==> src/rtl/reg_share_arbiter_if.sv <==
// Bus bundle between two requesters, the arbiter and the shared register.
// master: requester/register side; slave: arbiter side.
interface reg_share_arbiter_if #(
    parameter int unsigned WIDTH = 10
);
    logic             req0;
    logic             we0;
    logic [WIDTH-1:0] din0;
    logic             req1;
    logic             we1;
    logic [WIDTH-1:0] din1;
    logic             gnt0;
    logic             gnt1;
    logic             ld;
    logic [WIDTH-1:0] reg_d;
    logic [WIDTH-1:0] reg_q;
    logic [WIDTH-1:0] dout;
    logic             busy;

    modport master (
        output req0, we0, din0, req1, we1, din1, reg_q,
        input  gnt0, gnt1, ld, reg_d, dout, busy
    );

    modport slave (
        input  req0, we0, din0, req1, we1, din1, reg_q,
        output gnt0, gnt1, ld, reg_d, dout, busy
    );
endinterface

==> src/rtl/reg_share_arbiter.sv <==
// Two-requester round-robin arbiter guarding one shared register.
// A grant lasts while its owner requests; if the other side is waiting, the
// owner is forced off after HOLD_MAX cycles. Every release is followed by a
// one-cycle GAP (bus turnaround) and an IDLE cycle where arbitration happens.
module reg_share_arbiter #(
    parameter int unsigned WIDTH    = 10,
    parameter int unsigned HOLD_MAX = 8
) (
    input logic               clk,
    input logic               rst,
    reg_share_arbiter_if.slave bus
);

    localparam logic [1:0] IDLE   = 2'd0;
    localparam logic [1:0] GRANT0 = 2'd1;
    localparam logic [1:0] GRANT1 = 2'd2;
    localparam logic [1:0] GAP    = 2'd3;

    // HOLD_MAX is at most 255, so the tenure counter fits in 8 bits.
    localparam logic [7:0] CNT_MAX = 8'(HOLD_MAX - 1);

    logic [1:0] state;
    logic [1:0] state_nx;
    logic       ptr;
    logic       ptr_nx;
    logic [7:0] cnt;
    logic [7:0] cnt_nx;
    logic       gnt0_r;
    logic       gnt1_r;
    logic       busy_r;
    logic       in_g0;
    logic       in_g1;
    logic       hold_done;

    assign in_g0     = (state == GRANT0);
    assign in_g1     = (state == GRANT1);
    assign hold_done = (cnt == CNT_MAX);

    // Next-state: arbitrate in IDLE, release on drop or forced release.
    always_comb begin
        state_nx = state;
        unique case (state)
            IDLE: begin
                if (bus.req0 && bus.req1) begin
                    state_nx = ptr ? GRANT1 : GRANT0;
                end else if (bus.req0) begin
                    state_nx = GRANT0;
                end else if (bus.req1) begin
                    state_nx = GRANT1;
                end
            end
            GRANT0: begin
                if (!bus.req0 || (bus.req1 && hold_done)) begin
                    state_nx = GAP;
                end
            end
            GRANT1: begin
                if (!bus.req1 || (bus.req0 && hold_done)) begin
                    state_nx = GAP;
                end
            end
            GAP: begin
                state_nx = IDLE;
            end
            default: begin
                state_nx = IDLE;
            end
        endcase
    end

    // Pointer flips to the other requester whenever a grant is entered.
    always_comb begin
        ptr_nx = ptr;
        if (state == IDLE && state_nx == GRANT0) begin
            ptr_nx = 1'b1;
        end else if (state == IDLE && state_nx == GRANT1) begin
            ptr_nx = 1'b0;
        end
    end

    // Tenure counter: zero on entry, counts each held cycle, saturates.
    always_comb begin
        cnt_nx = '0;
        if ((in_g0 || in_g1) && state_nx == state) begin
            cnt_nx = hold_done ? cnt : cnt + 8'd1;
        end
    end

    // State, pointer, counter and registered grant/busy flags.
    always_ff @(posedge clk or posedge rst) begin
        if (rst) begin
            state  <= IDLE;
            ptr    <= 1'b0;
            cnt    <= '0;
            gnt0_r <= 1'b0;
            gnt1_r <= 1'b0;
            busy_r <= 1'b0;
        end else begin
            state  <= state_nx;
            ptr    <= ptr_nx;
            cnt    <= cnt_nx;
            gnt0_r <= (state_nx == GRANT0);
            gnt1_r <= (state_nx == GRANT1);
            busy_r <= (state_nx != IDLE);
        end
    end

    // Datapath: only the current owner can load or see the register.
    always_comb begin
        bus.ld    = (in_g0 && bus.req0 && bus.we0) || (in_g1 && bus.req1 && bus.we1);
        bus.reg_d = '0;
        if (in_g0) begin
            bus.reg_d = bus.din0;
        end else if (in_g1) begin
            bus.reg_d = bus.din1;
        end
        bus.dout = (gnt0_r || gnt1_r) ? bus.reg_q : '0;
        bus.gnt0 = gnt0_r;
        bus.gnt1 = gnt1_r;
        bus.busy = busy_r;
    end

endmodule

==> src/flat_wrapper.sv <==
// flat-port wrapper written by rule: the top's interface ports become plain ports
module reg_share_arbiter_flat 
#(
    parameter int unsigned WIDTH    = 10,
    parameter int unsigned HOLD_MAX = 8
)
  (clk, rst, bus_req0, bus_we0, bus_din0, bus_req1, bus_we1, bus_din1, bus_reg_q, bus_gnt0, bus_gnt1, bus_ld, bus_reg_d, bus_dout, bus_busy);
  reg_share_arbiter_if #(.WIDTH(WIDTH)) bus_i ();
  input logic clk;
  input logic rst;
  input wire logic [$bits(bus_i.req0)-1:0] bus_req0;
  input wire logic [$bits(bus_i.we0)-1:0] bus_we0;
  input wire logic [$bits(bus_i.din0)-1:0] bus_din0;
  input wire logic [$bits(bus_i.req1)-1:0] bus_req1;
  input wire logic [$bits(bus_i.we1)-1:0] bus_we1;
  input wire logic [$bits(bus_i.din1)-1:0] bus_din1;
  input wire logic [$bits(bus_i.reg_q)-1:0] bus_reg_q;
  output wire logic [$bits(bus_i.gnt0)-1:0] bus_gnt0;
  output wire logic [$bits(bus_i.gnt1)-1:0] bus_gnt1;
  output wire logic [$bits(bus_i.ld)-1:0] bus_ld;
  output wire logic [$bits(bus_i.reg_d)-1:0] bus_reg_d;
  output wire logic [$bits(bus_i.dout)-1:0] bus_dout;
  output wire logic [$bits(bus_i.busy)-1:0] bus_busy;
  assign bus_i.req0 = bus_req0;
  assign bus_i.we0 = bus_we0;
  assign bus_i.din0 = bus_din0;
  assign bus_i.req1 = bus_req1;
  assign bus_i.we1 = bus_we1;
  assign bus_i.din1 = bus_din1;
  assign bus_i.reg_q = bus_reg_q;
  assign bus_gnt0 = bus_i.gnt0;
  assign bus_gnt1 = bus_i.gnt1;
  assign bus_ld = bus_i.ld;
  assign bus_reg_d = bus_i.reg_d;
  assign bus_dout = bus_i.dout;
  assign bus_busy = bus_i.busy;
  reg_share_arbiter #(.WIDTH(WIDTH), .HOLD_MAX(HOLD_MAX)) u_core (.clk(clk), .rst(rst), .bus(bus_i));
endmodule
==> config.mk <==
export PLATFORM = sky130hd
export DESIGN_NAME = reg_share_arbiter_flat
export DESIGN_NICKNAME = d
export VERILOG_FILES = /design/src/rtl/reg_share_arbiter_if.sv /design/src/rtl/reg_share_arbiter.sv /design/src/flat_wrapper.sv
export SDC_FILE = /design/constraint.sdc
export NUM_CORES = 1
export LEC_CHECK = 0
export ABC_CLOCK_PERIOD_IN_PS = 3400
export CORE_ASPECT_RATIO = 0.75
export CORE_MARGIN = 3
export CORE_UTILIZATION = 42
export CTS_BUF_LIST = sky130_fd_sc_hd__clkbuf_2 sky130_fd_sc_hd__clkbuf_4 sky130_fd_sc_hd__clkbuf_8
export CTS_CLUSTER_DIAMETER = 50
export DETAILED_ROUTE_END_ITERATION = 12
export PLACE_DENSITY = 0.88
export SLEW_MARGIN = 30
export SYNTH_ARGS = -nofsm -noshare
export SYNTH_HDL_FRONTEND = slang
export SYNTH_SLANG_ARGS = --single-unit
==> constraint.sdc <==
create_clock -name clk -period 3.4 [get_ports clk]
set_input_delay 0.68 -clock clk [delete_from_list [all_inputs] [get_ports clk]]
set_output_delay 0.68 -clock clk [all_outputs]
set_load 0.02 [all_outputs]
* Word-level counts from Yosys, hierarchy flattened
Index checks and enable logic that the tools add are counted.
** Storage, ports and cells
- Flip-flop bits (word level) :: 14
- Bits in latches :: 0
- Memory bits (writable) :: 0
- ROM bits :: 0
- Input bits :: 36
- Output and inout port bits :: 24
- Word-level logic and storage cells :: 49
- Memories kept :: 0
** Operators by class
- $add $sub $neg :: 1
- $mul :: 0
- Divide/modulo/power cells :: 0
- Magnitude comparators :: 0
- Equality and inequality tests :: 8
- Shift-type cells :: 0
- Mux-type cells :: 14
- Bitwise gates (word level) :: 0
- Reductions and logical operators :: 20
** Operators with widths (count)
- 10-bit two-way mux :: 3
- 8-bit two-way mux :: 2
- 2-bit two-way mux :: 6
- 1-bit logical AND :: 10
- 8-bit by 1-bit adder with 8-bit output, second input constant :: 1
- 8-bit by 3-bit == test with 1-bit output, second input constant :: 1
- 2-bit one-hot mux with 4 select lines :: 1
- 2-bit == test, second input constant :: 3
- 1-bit logical OR :: 5
- 2-bit by 1-bit == test with 1-bit output, second input constant :: 2
- 2-bit nonzero test :: 2
- 2-bit == test :: 1
- 1-bit logical NOT :: 2
- 2-bit logical NOT :: 1
- 1-bit two-way mux :: 2
- 2-bit inequality test, second input constant :: 1

* Depth between registers and ports, before layout
Gate-level depths: netlist of run 1.
- Depth in word-level cells :: 9
- Gate-level depth with buffers :: 9

* Least setup slack after synthesis of run 1
No wires, ideal clock.
- Kind :: reg-to-reg
- Start point :: register u_core.state[1]
- End point :: register u_core.cnt[2]
- Data arrival time :: 2.150 ns
- Slack :: 1.119 ns
- Stages on the path, launching flop included :: 10
- Cells stage by stage :: dfrtp_1 > clkbuf_1 > inv_1 > ha_1 > clkbuf_1 > or4b_2 > o311ai_0 > a21oi_1 > nand3_1 > nor3_1
** On the way
- Longest elaborated chain between the ends :: 7
** Ends and longest elaborated chain
- start, declared :: RTL line reg_share_arbiter.sv:22 : logic [1:0] state;
- start signal, assigned :: RTL line reg_share_arbiter.sv:99 : state <= state_nx;
- 2-bit two-way mux :: RTL line reg_share_arbiter.sv:48 : end else if (bus.req1) begin
- 2-bit two-way mux :: RTL line reg_share_arbiter.sv:46 : end else if (bus.req0) begin
- 2-bit two-way mux :: RTL line reg_share_arbiter.sv:44 : if (bus.req0 && bus.req1) begin
- 2-bit one-hot mux with 4 select lines :: RTL line reg_share_arbiter.sv:42 : unique case (state)
- 2-bit == test :: RTL line reg_share_arbiter.sv:84 : if ((in_g0 || in_g1) && state_nx == state) begin
- 1-bit logical AND (*) :: RTL line reg_share_arbiter.sv:84
- 2-bit inequality test (no source line) / 8-bit two-way mux (equally long branches)
- end signal, assigned :: RTL line reg_share_arbiter.sv:101 : cnt <= cnt_nx;
- end, declared :: RTL line reg_share_arbiter.sv:26 : logic [7:0] cnt;
Mark *: on every way between the ends. The rest lies on a longest branch, timed or not.
A chain may end at the register's enable or synchronous reset.

* Final worst setup path of run 1
- Start point :: register u_core.state[0]
- End point :: output port bus_reg_d[5]
** On the way
- Longest elaborated chain between the ends :: 3
** Ends and longest elaborated chain
- 2-bit == test :: RTL line reg_share_arbiter.sv:36 : assign in_g1 = (state == GRANT1);
- 10-bit two-way mux :: RTL line reg_share_arbiter.sv:114 : end else if (in_g1) begin
- 10-bit two-way mux (*) :: RTL line reg_share_arbiter.sv:112 : if (in_g0) begin
- end, declared :: RTL line flat_wrapper.sv:21 : output wire logic [$bits(bus_i.reg_d)-1:0] bus_reg_d;
Marks and branches as above.

==> flow_metrics.py, run 1 <==
metrics = {
    "floorplan": {
        "rows": 14,
        "die_x_um": 63.5,
        "dieArea_um2": 3110,
        "design.core.area_um2": 2170,
        "start_util": 0.479,
        "io_pins": 60,
        "dieHeight_um": 49.1,
    },
    "logic_synthesis": {
        "synth_warnings": 0,
        "synth_common_cells": "dfrtp_1, nor2b_1, nor2_1, a22o_1",
        "syn-num-nets": 159,
        "synth_most_common_cell": "dfrtp_1",
        "synth_edf_count": 0,
        "netlist_top_cells_area": "dfrtp_1, a22o_1, nor2b_1, ha_1, nor2_1",
        "postSynthRegisterBits": 14,
        "syn_inst": 118,
        "async_flop_share": 1.00,
        "synth_area_per_cell_um2": 8.81,
        "synth_area_leader_cell": "dfrtp_1",
        "ys.flop_type": "dfrtp_1",
        "yosysUniqueCellTypes": 34,
        "synth_seq_area_share": 0.337,
        "syn-cell-area_um2": 1040,
        "synth_top_area_frac": 0.337,
    },
    "cts": {
        "cts_max_level": 1,
        "cts-root-buf": "clkbuf_4",
        "cts_buffer_depth": 2,
        "cts_hold_buffers": 0,
        "cts_tree": "built",
        "cts_made_buffers": 3,
        "post_cts_buffers": 0,
        "clk_latency_ps": 280,
        "clk_pin_slew_worst_paths_ps": 80,
        "cts_resized": 0,
        "cts_sinks": 14,
    },
    "critical_path": {
        "worstPathCellList": "inv_1 -> ha_1 -> nor2b_1 -> buf_4 -> a22o_1 -> clkdlybuf4s50_1",
        "cp_num_buf_inv": 3,
        "cpPeakStageDelay_ps": 630,
        "path_class": "flop to primary output",
        "crit_path_max_fanout": 8,
        "cp-start-kind": "flop",
        "crit_slowest_cell": "clkdlybuf4s50_1",
        "cp-end-kind": "primary output",
        "critPathRequiredTime_ps": 2720,
        "crit_arrival_ps": 2400,
        "path_delay_family": "buffers and inverters",
    },
    "power": {
        "irDropWorstVdd_v": 0.000449,
        "leakagePower_nw": 0.738,
        "p_seq_frac": 0.202,
        "powerDensity_nw_per_um2": 748,
        "power.share.switching": 0.453,
        "switching_power_uw": 577,
        "intPower_uw": 696,
        "clkPwrFrac": 0.092,
        "combPwrFrac": 0.706,
    },
    "timing": {
        "clock_skew_ps": 5.35,
        "finalSetupTns_ps": 0,
        "setup_viol": 0,
        "finalHoldViolations": 0,
        "final.setup.worst_slack_ps": 315,
        "grt_setup_unrepaired": "no",
        "fmax_mhz": 324,
        "worst_slew_pin_slew_ps": 555,
        "max_slew_margin": 0.628,
        "min_period_ps": 3080,
        "drv_slew": 0,
        "period_share": 0.907,
        "hold-worst-slack_ps": 560,
    },
    "global_route": {
        "grt_overflow": 0,
        "antenna_found_initial": 0,
        "grt_max_degree": 15,
        "gr-usage-all-layers": 0.218,
        "grt_pass1_wl_um": 5310,
        "grt_pass1_vias": 1029,
    },
    "final_layout": {
        "regArea_um2": 350,
        "drive_gt1_frac": 0.0730,
        "area_delta_synth_final_pct": 63.7,
        "finalNonFillerCells": 210,
        "final_nets": 220,
        "multiInputGateArea_um2": 643,
        "postLayoutCoreUtil": 0.783,
        "fillCellCount": 170,
        "antenna_cells": 0,
    },
    "placed_design": {
        "dp_slack_ps": 600,
        "place_inst": 206,
        "hpwl_um": 2730,
        "routabilityCongestion": 0.845,
        "port_buffers": 59,
    },
    "route": {
        "num_vias": 1081,
        "wirelength_um": 3280,
        "first_pass_iters": 4,
        "avgRoutedWirePerCell_um": 15.6,
        "drt_iter0_markers": 25,
        "drt.antenna.violating_nets": 0,
        "drc": 0,
        "via_per_inst": 5.15,
    },
    "hold_path": {
        "hold_class": "flop to flop",
    },
    "status": {
        "outcome": "finished clean",
    },
    "job": {
        "max_cap_viol_count": 0,
    },
}
[per-stage QoR]
step                total power [mW]  instance area (um2)
floorplan                      0.780                 1040
global placement                1.12                 1670
detailed placement              1.15                 1670
global route                    1.36                 1700
CTS                             1.27                 1700
finish                          1.27                 1700
[metal layers]
| layer | share of wire | track usage |
|---|---|---|
| met1 | 0.46 | 0.289 |
| met2 | 0.48 | 0.376 |
| met3 | 0.061 | 0.0553 |
| met4 | 0.0012 | 0.0108 |
| met5 | 0 | 0 |
[state kept, by name, indices dropped and copies added, names as in the netlist]
| signal | count |
|---|---|
| u_core.cnt | 8 |
| u_core.state | 2 |
| u_core.bus.gnt1 | 1 |
| u_core.bus.busy | 1 |
| u_core.bus.gnt0 | 1 |
| u_core.ptr | 1 |
[logic make-up after synthesis]
logic type,share of synthesized area
AOI/OAI and AO/OA,0.160
xor gates and xnor gates,0.0505
adders and majority gates,0.0602
buffers and inverters,0.0445
DFF,0.337
muxes,0.0409
and+or+nand+nor,0.307
[worst paths after layout]
| path | slack, ps | startpoint | endpoint | cells after the start |
|---|---|---|---|---|
| worst max-delay path | 320 | u_core.state[0] | bus_reg_d[5] | 6 |
| worst min-delay path | 560 | u_core.cnt[7] | u_core.cnt[7] | 2 |
| worst max register to register | 990 | u_core.state[1] | u_core.cnt[3] | 7 |
| worst min register to register | 560 | u_core.cnt[7] | u_core.cnt[7] | 2 |
| max in group asynchronous | 2310 | rst | u_core.state[0] | 2 |
| min in group asynchronous | 740 | rst | u_core.cnt[4] | 2 |
[cells in the final DEF (no fill, tap or decap), drive strengths merged, types with 2 or more instances in the layout]
cell	instances
nand2	8
nor2	12
buf	2
clkbuf	4
nand4	2
and3	3
ha	5
a22o	10
o21ai	3
nor3	4
a31oi	2
nand3	8
nor2b	13
clkdlybuf4s50	59
mux2i	2
inv	7
dfrtp	14
xor2	5
[tightest hold or removal path: stages (launching register included)]
cell and delay, ps:
dfrtp_1 370, xor2_1 70, nor2_1 80
[power groups by stage]
stage | registers [mW] | clock network (mW) | logic, mW
after global routing | 0.266 | 0.132 | 0.967
after global placement | 0.255 | 0 | 0.866
after floorplan | 0.256 | 0 | 0.524
after CTS | 0.257 | 0.118 | 0.898
final | 0.257 | 0.117 | 0.898
after detailed placement | 0.259 | 0 | 0.895
[layout make-up]
| type | instances | share of cell area |
|---|---|---|
| multi-input cells | 92 | 0.378 |
| repair buffers | 61 | 0.356 |
| flip-flops and latches | 14 | 0.206 |
| well taps | 32 | 0.0235 |
| clock buffers | 4 | 0.0213 |
| inverters | 7 | 0.0154 |
Note: power is estimated with default switching activity, not from simulation.
==> run 2, diff against run 1 <==
HOLD_SLACK_MARGIN = 0.02   (was unset)
==> results of run 2 <==
Same layout as run 1: the final DEF is identical, and so are final timing and power.
